**src/rtl/sweep_pkg.sv**
```systemverilog
// -----------------------------------------------------------------------------
// sweep_pkg
// Shared types and constants for the code sweep sequencer and its signature
// compactor.
//   state_t            : sequencer FSM states (IDLE, DRIVE, SAMPLE, DONE)
//   SIG_POLY_DEFAULT   : default feedback polynomial of the signature register
//   code_width()       : width of the combined {operand, select} code
//   CODE_W_DEFAULT     : code width for the default select/operand widths
// -----------------------------------------------------------------------------
package sweep_pkg;

  typedef enum logic [1:0] {
    IDLE   = 2'd0,
    DRIVE  = 2'd1,
    SAMPLE = 2'd2,
    DONE   = 2'd3
  } state_t;

  localparam logic [7:0] SIG_POLY_DEFAULT = 8'h1D;

  localparam int SEL_W_DEFAULT  = 2;
  localparam int OPND_W_DEFAULT = 3;

  function automatic int code_width(input int sel_w, input int opnd_w);
    return sel_w + opnd_w;
  endfunction

  localparam int CODE_W_DEFAULT = code_width(SEL_W_DEFAULT, OPND_W_DEFAULT);

endpackage

```
**src/rtl/sig_compactor.sv**
```systemverilog
// -----------------------------------------------------------------------------
// sig_compactor
// 8-bit shift/XOR signature register plus a ones counter over a response
// bit stream. Both clear on clr and advance one step whenever en is high.
// Ports:
//   clk      in   clock, rising edge
//   rst_n    in   asynchronous active-low reset
//   clr      in   synchronous clear of signature and counter (wins over en)
//   en       in   absorb bit_in this cycle
//   bit_in   in   response bit to compact
//   sig      out  8-bit signature
//   ones_cnt out  count of absorbed 1 bits (CNT_W wide)
// -----------------------------------------------------------------------------
module sig_compactor
  import sweep_pkg::*;
#(
  parameter logic [7:0] SIG_POLY = SIG_POLY_DEFAULT,
  parameter int         CNT_W    = CODE_W_DEFAULT + 1
) (
  input  logic             clk,
  input  logic             rst_n,
  input  logic             clr,
  input  logic             en,
  input  logic             bit_in,
  output logic [7:0]       sig,
  output logic [CNT_W-1:0] ones_cnt
);

  // Shift left, fold the outgoing MSB back through the polynomial, then
  // inject the new response bit at the LSB.
  function automatic logic [7:0] sig_next(input logic [7:0] s, input logic b);
    return {s[6:0], 1'b0} ^ (s[7] ? SIG_POLY : 8'h00) ^ {7'b0, b};
  endfunction

  always_ff @(posedge clk or negedge rst_n) begin
    if (!rst_n) begin
      sig      <= 8'h00;
      ones_cnt <= '0;
    end else if (clr) begin
      sig      <= 8'h00;
      ones_cnt <= '0;
    end else if (en) begin
      sig      <= sig_next(sig, bit_in);
      ones_cnt <= ones_cnt + {{(CNT_W-1){1'b0}}, bit_in};
    end
  end

endmodule

```
**src/rtl/code_sweep_sequencer.sv**
```systemverilog
// -----------------------------------------------------------------------------
// code_sweep_sequencer
// Drives every {operand, select} code to a downstream decoder, holds each code
// for HOLD_CYCLES cycles, samples the decoder response once per code and
// compacts the responses into a signature and a ones count.
// Optional build macro: SWEEP_ABORT_EN adds the abort input / aborted output.
// Ports:
//   clk      in   clock, rising edge
//   rst_n    in   asynchronous active-low reset
//   start    in   begin a sweep (honoured only in IDLE)
//   resp_in  in   decoder response, sampled only in SAMPLE
//   busy     out  high while sweeping (DRIVE/SAMPLE)
//   done     out  one-cycle pulse after the last code is sampled
//   sel_out  out  select part of the current code (registered)
//   opnd_out out  operand part of the current code (registered)
//   sig      out  response signature
//   ones_cnt out  number of sampled responses equal to 1
//   abort    in   (SWEEP_ABORT_EN) cancel the sweep from DRIVE/SAMPLE
//   aborted  out  (SWEEP_ABORT_EN) last sweep was cancelled
// -----------------------------------------------------------------------------
module code_sweep_sequencer
  import sweep_pkg::*;
#(
  parameter int         HOLD_CYCLES = 2,
  parameter int         SEL_W       = SEL_W_DEFAULT,
  parameter int         OPND_W      = OPND_W_DEFAULT,
  parameter logic [7:0] SIG_POLY    = SIG_POLY_DEFAULT
) (
  input  logic                      clk,
  input  logic                      rst_n,
  input  logic                      start,
  input  logic                      resp_in,
`ifdef SWEEP_ABORT_EN
  input  logic                      abort,
  output logic                      aborted,
`endif
  output logic                      busy,
  output logic                      done,
  output logic [SEL_W-1:0]          sel_out,
  output logic [OPND_W-1:0]         opnd_out,
  output logic [7:0]                sig,
  output logic [SEL_W+OPND_W:0]     ones_cnt
);

  localparam int            N         = code_width(SEL_W, OPND_W);
  localparam int            CNT_W     = N + 1;
  localparam logic [7:0]    HOLD_LOAD = 8'(HOLD_CYCLES - 1);
  localparam logic [N-1:0]  CODE_LAST = '1;

  state_t       state;
  state_t       state_next;
  logic [N-1:0] code;
  logic [7:0]   hold_cnt;
  logic         accept;
  logic         abort_hit;
  logic         cmp_clr;
  logic         cmp_en;

`ifdef SWEEP_ABORT_EN
  assign abort_hit = abort && ((state == DRIVE) || (state == SAMPLE));
`else
  assign abort_hit = 1'b0;
`endif

  // The code register feeds the decoder directly, so the decoder inputs
  // change only on clock edges.
  assign sel_out  = code[SEL_W-1:0];
  assign opnd_out = code[N-1:SEL_W];

  always_ff @(posedge clk or negedge rst_n) begin
    if (!rst_n) begin
      state <= IDLE;
    end else begin
      state <= state_next;
    end
  end

  always_comb begin
    state_next = state;
    case (state)
      IDLE: begin
        if (start) state_next = DRIVE;
      end
      DRIVE: begin
        if (abort_hit)           state_next = IDLE;
        else if (hold_cnt == '0) state_next = SAMPLE;
      end
      SAMPLE: begin
        if (abort_hit)              state_next = IDLE;
        else if (code == CODE_LAST) state_next = DONE;
        else                        state_next = DRIVE;
      end
      DONE:    state_next = IDLE;
      default: state_next = IDLE;
    endcase
  end

  always_comb begin
    busy    = (state == DRIVE) || (state == SAMPLE);
    done    = (state == DONE);
    accept  = (state == IDLE) && start;
    cmp_clr = accept;
    // An abort in SAMPLE suppresses that cycle's compaction step.
    cmp_en  = (state == SAMPLE) && !abort_hit;
  end

  // Code and hold counter. Outside an active sweep they simply hold, so the
  // decoder keeps seeing the last code while idle.
  always_ff @(posedge clk or negedge rst_n) begin
    if (!rst_n) begin
      code     <= '0;
      hold_cnt <= 8'd0;
    end else begin
      case (state)
        IDLE: begin
          if (start) begin
            code     <= '0;
            hold_cnt <= HOLD_LOAD;
          end
        end
        DRIVE: begin
          if (!abort_hit && (hold_cnt != 8'd0)) hold_cnt <= hold_cnt - 8'd1;
        end
        SAMPLE: begin
          if (!abort_hit && (code != CODE_LAST)) begin
            code     <= code + N'(1);
            hold_cnt <= HOLD_LOAD;
          end
        end
        default: ;
      endcase
    end
  end

`ifdef SWEEP_ABORT_EN
  always_ff @(posedge clk or negedge rst_n) begin
    if (!rst_n) begin
      aborted <= 1'b0;
    end else if (accept) begin
      aborted <= 1'b0;
    end else if (abort_hit) begin
      aborted <= 1'b1;
    end
  end
`endif

  sig_compactor #(
    .SIG_POLY (SIG_POLY),
    .CNT_W    (CNT_W)
  ) u_sig_compactor (
    .clk      (clk),
    .rst_n    (rst_n),
    .clr      (cmp_clr),
    .en       (cmp_en),
    .bit_in   (resp_in),
    .sig      (sig),
    .ones_cnt (ones_cnt)
  );

endmodule
```
**config.mk**
```make
export PLATFORM = sky130hd
export DESIGN_NAME = code_sweep_sequencer
export DESIGN_NICKNAME = d
export VERILOG_FILES = /design/src/rtl/sweep_pkg.sv /design/src/rtl/sig_compactor.sv /design/src/rtl/code_sweep_sequencer.sv
export SDC_FILE = /design/constraint.sdc
export NUM_CORES = 1
export LEC_CHECK = 0
export CAP_MARGIN = 30
export CORE_ASPECT_RATIO = 1.75
export CORE_MARGIN = 2
export CORE_UTILIZATION = 56
export DETAILED_ROUTE_END_ITERATION = 16
export PLACE_DENSITY = 0.82
export REMOVE_ABC_BUFFERS = 1
export SETUP_SLACK_MARGIN = 0.4
export SLEW_MARGIN = 20
export SYNTH_ARGS = -nofsm -noshare
export SYNTH_HDL_FRONTEND = slang
export SYNTH_HIERARCHICAL = 1
export SYNTH_SLANG_ARGS = --single-unit
```
**constraint.sdc**
```tcl
create_clock -name clk -period 3.1 [get_ports clk]
set_input_delay 0.465 -clock clk [delete_from_list [all_inputs] [get_ports clk]]
set_output_delay 0.465 -clock clk [all_outputs]
set_load 0.02 [all_outputs]
```
==> results by group <==
Run status
  • Status: completed

Route
  • Post-route ant nets: 0
  • DR pass1 iterations: 5
  • Via count: 1309
  • Drt first-iter violations: 11
  • Avg Vias per Cell: 5.90
  • Final wirelength: 3.38 mm
  • Wire length per cell: 15.2 µm
  • Number of remaining DRC errors: 0

Final layout
  • Most frequent cells in the layout: dfrtp_1 (29), clkdlybuf4s50_1 (24), nor2_1 (19)
  • Final Util: 69.5%
  • Area of the multi-input gates: 881 µm²
  • Layout Cells excl Fill: 222
  • Most common cell after layout, fill and taps aside: dfrtp_1
  • Share of cells above drive strength 1: 8.25%
  • Area Growth Syn to Fin: 19.3%
  • FILL cells: 219
  • Final net count: 208
  • N_diodes: 0
  • FF+latch area: 726 µm²

Power and ir drop
  • Sw power: 0.413 mW
  • Clock power frac: 24.5%
  • Int Pwr: 0.810 mW
  • Lkg Pwr: 0.931 nW
  • Comb power frac: 31.8%
  • Max IR drop VDD: 0.560 mV
  • Power Total: 1.22 mW
  • Sequential fraction of design power: 43.6%
  • Net Sw Frac: 33.8%
  • P per Cell Area: 607 nW/µm²

Clock network
  • Clk pin slew, worst setup/hold paths: 60 ps
  • Clk Tree Root Cell: clkbuf_8
  • CTS tree: built
  • Post-CTS resize count: 0
  • H-Tree Depth: 2
  • TritonCTS Buffers: 5
  • Total clock sinks: 29
  • Hold-fix buffers at CTS: 0
  • Later-pin clock latency in the skew report: 280 ps
  • Number of setup buffers added after CTS: 0
  • Clock Path Buffers: 2

Floorplanning
  • Top-level port count: 25
  • Row count: 26
  • Die Wd: 45.5 µm
  • Total Die Area: 3490 µm²
  • Initial Utilization: 58.3%
  • Die height: 76.6 µm
  • Core Region: 2900 µm²

Timing
  • Final number of hold-violating endpoints: 0
  • Setup TNS: 0 ps
  • RSZ-0062 raised after global routing: no
  • Endpoints failing setup: 0
  • Max Freq: 444 MHz
  • Period utilization: 72.7%
  • Max-slew headroom: 50.8%
  • Final Skew: 8.26 ps
  • Final min period: 2250 ps
  • Final Max Tran Viols: 0
  • Hold WS: 531 ps
  • Worst-margin pin slew: 736 ps

Placement
  • Hpwl dp: 2.45 mm
  • Placer Congestion: 0.859
  • Dpl cells: 214
  • PortBufs: 24

Synthesis
  • FF+latch count, synth: 29
  • Yosys top cell by area: dfrtp_1
  • Register area share after synthesis: 43.0%
  • Yosys Warn Count: 6
  • Yosys top cell area share: 43.0%
  • Post-synthesis area per instance: 10.2 µm²
  • Synth cell types: 41
  • Area contributors post-synth: dfrtp_1 (43%), ha_1 (8.2%), mux2i_1 (5.3%)
  • Synth Cell Area: 1690 µm²
  • Syn Inst Count: 166

Setup path
  • Reg-to-reg critical path endpoint: hold_cnt[3]
  • Slowest-stage cell, CP: dfrtp_1
  • CP Buf/Inv Count: 0
  • CP endpoint kind: flip-flop
  • R2r startpoint: code[0]
  • Critical Path RT: 3260 ps
  • Crit path DAT: 2410 ps
  • Reg2reg path depth: 7
  • R2R setup slack: 850 ps
  • Setup CP Type: flip-flop to flip-flop
  • CP peak stage delay: 430 ps
  • Most used cell, CP: ha_1
  • Family with the most delay on the worst path: simple AND/OR/NAND/NOR gates
  • Startpoint Class: flip-flop
  • Critical path, cell by cell: ha_1, and3_1, ha_1, and2_4, or3_4, o41ai_1, a21oi_1
  • Maximum fanout along the worst path: 9

Global routing
  • Largest net degree at the start of global routing: 30
  • Total GRT Usage: 22.7%
  • Total gr overflow: 0
  • Initial antenna violation count: 0
  • Vias in the first global route: 1317
  • First-pass GRT wire length: 5.79 mm

Worst hold path
  • Worst min-delay path startpoint: hold_cnt[1]
  • Hold path endpoint: hold_cnt[1]
  • HP Class: flip-flop to flip-flop
  • Hold path cells: 1

Job
  • Max-Cap Viols: 0
## synth_stat cells, drive strengths merged
| library cell | instances |
|---|---|
| or2 | 1 |
| nor4 | 5 |
| nand4 | 3 |
| buf | 5 |
| o21a | 2 |
| or4 | 1 |
| nor3b | 3 |
| a211oi | 5 |
| inv | 9 |
| o41ai | 1 |
| or4b | 1 |
| nand4b | 1 |
| or2b | 1 |
| mux2i | 9 |
| and3 | 2 |
| nand2 | 8 |
| nand2b | 4 |
| or3 | 2 |
| dfrtp | 29 |
| a21oi | 10 |
| xnor2 | 4 |
| nor2b | 1 |
| nand3 | 3 |
| xor2 | 3 |
| a31oi | 2 |
| nor3 | 3 |
| ha | 11 |
| o31ai | 1 |
| nor2 | 19 |
| and4 | 2 |
| o2bb2ai | 2 |
| and2 | 2 |
| and4b | 1 |
| o21ai | 9 |
| clkbuf | 1 |
## routing by layer
layer	GRT usage, %	up-vias	wire, µm
met1	24.0	633	1260
met2	38.3	26	1930
met3	5.45	5	111
li1	-	645	-
met4	12.9	0	74
met5	0	-	0
## worst max-delay path by stage
stage / cells past startpoint / end / from
6_report: 7 / hold_cnt[3] / code[0]
5_1_grt: 7 / hold_cnt[4] / code[0]
4_1_cts: 7 / hold_cnt[3] / code[0]
3_5_place_dp: 5 / hold_cnt[4] / start
3_3_place_gp: 5 / hold_cnt[4] / start
2_1_floorplan: 7 / hold_cnt[3] / code[0]
## sequential cells by signal (all words and copies together) (netlist names)
signal and flops:
u_sig_compactor/sig 8, hold_cnt 8, u_sig_compactor/ones_cnt 6, code 5
state 2
## per-stage QoR
stage	setup slack, ps	cell area, µm²
global placement	883	1930
CTS	835	2010
floorplan	889	1640
detailed placement	847	1930
global route	695	2010
finish	848	2010
## kinds of logic after synthesis
family	share of synthesized area, %
AO/OA/AOI/OAI	11.5
XOR/XNOR	3.63
adder cells (fa/ha/maj)	8.15
buffers and inverters	4.82
flip-flops	43.0
multiplexers	5.34
AND/OR/NAND/NOR	23.6
## power groups by stage
stage	registers, mW	clock network [mW]	logic [mW]
3_5_place_dp	0.540	0	0.389
4_1_cts	0.535	0.309	0.393
3_3_place_gp	0.534	0	0.384
6_report	0.533	0.300	0.389
2_1_floorplan	0.616	0	0.125
5_1_grt	0.544	0.324	0.420
## final cells by class
class | count | area share, %
Tap cell | 28 | 1.74
Timing Repair Buffer | 26 | 12.7
Multi-Input combinational cell | 122 | 43.8
Clock inverter | 2 | 0.497
Inverter | 9 | 1.68
Clock buffer | 6 | 3.60
Sequential cell | 29 | 36.0
Power figures use the tool's default switching activity.
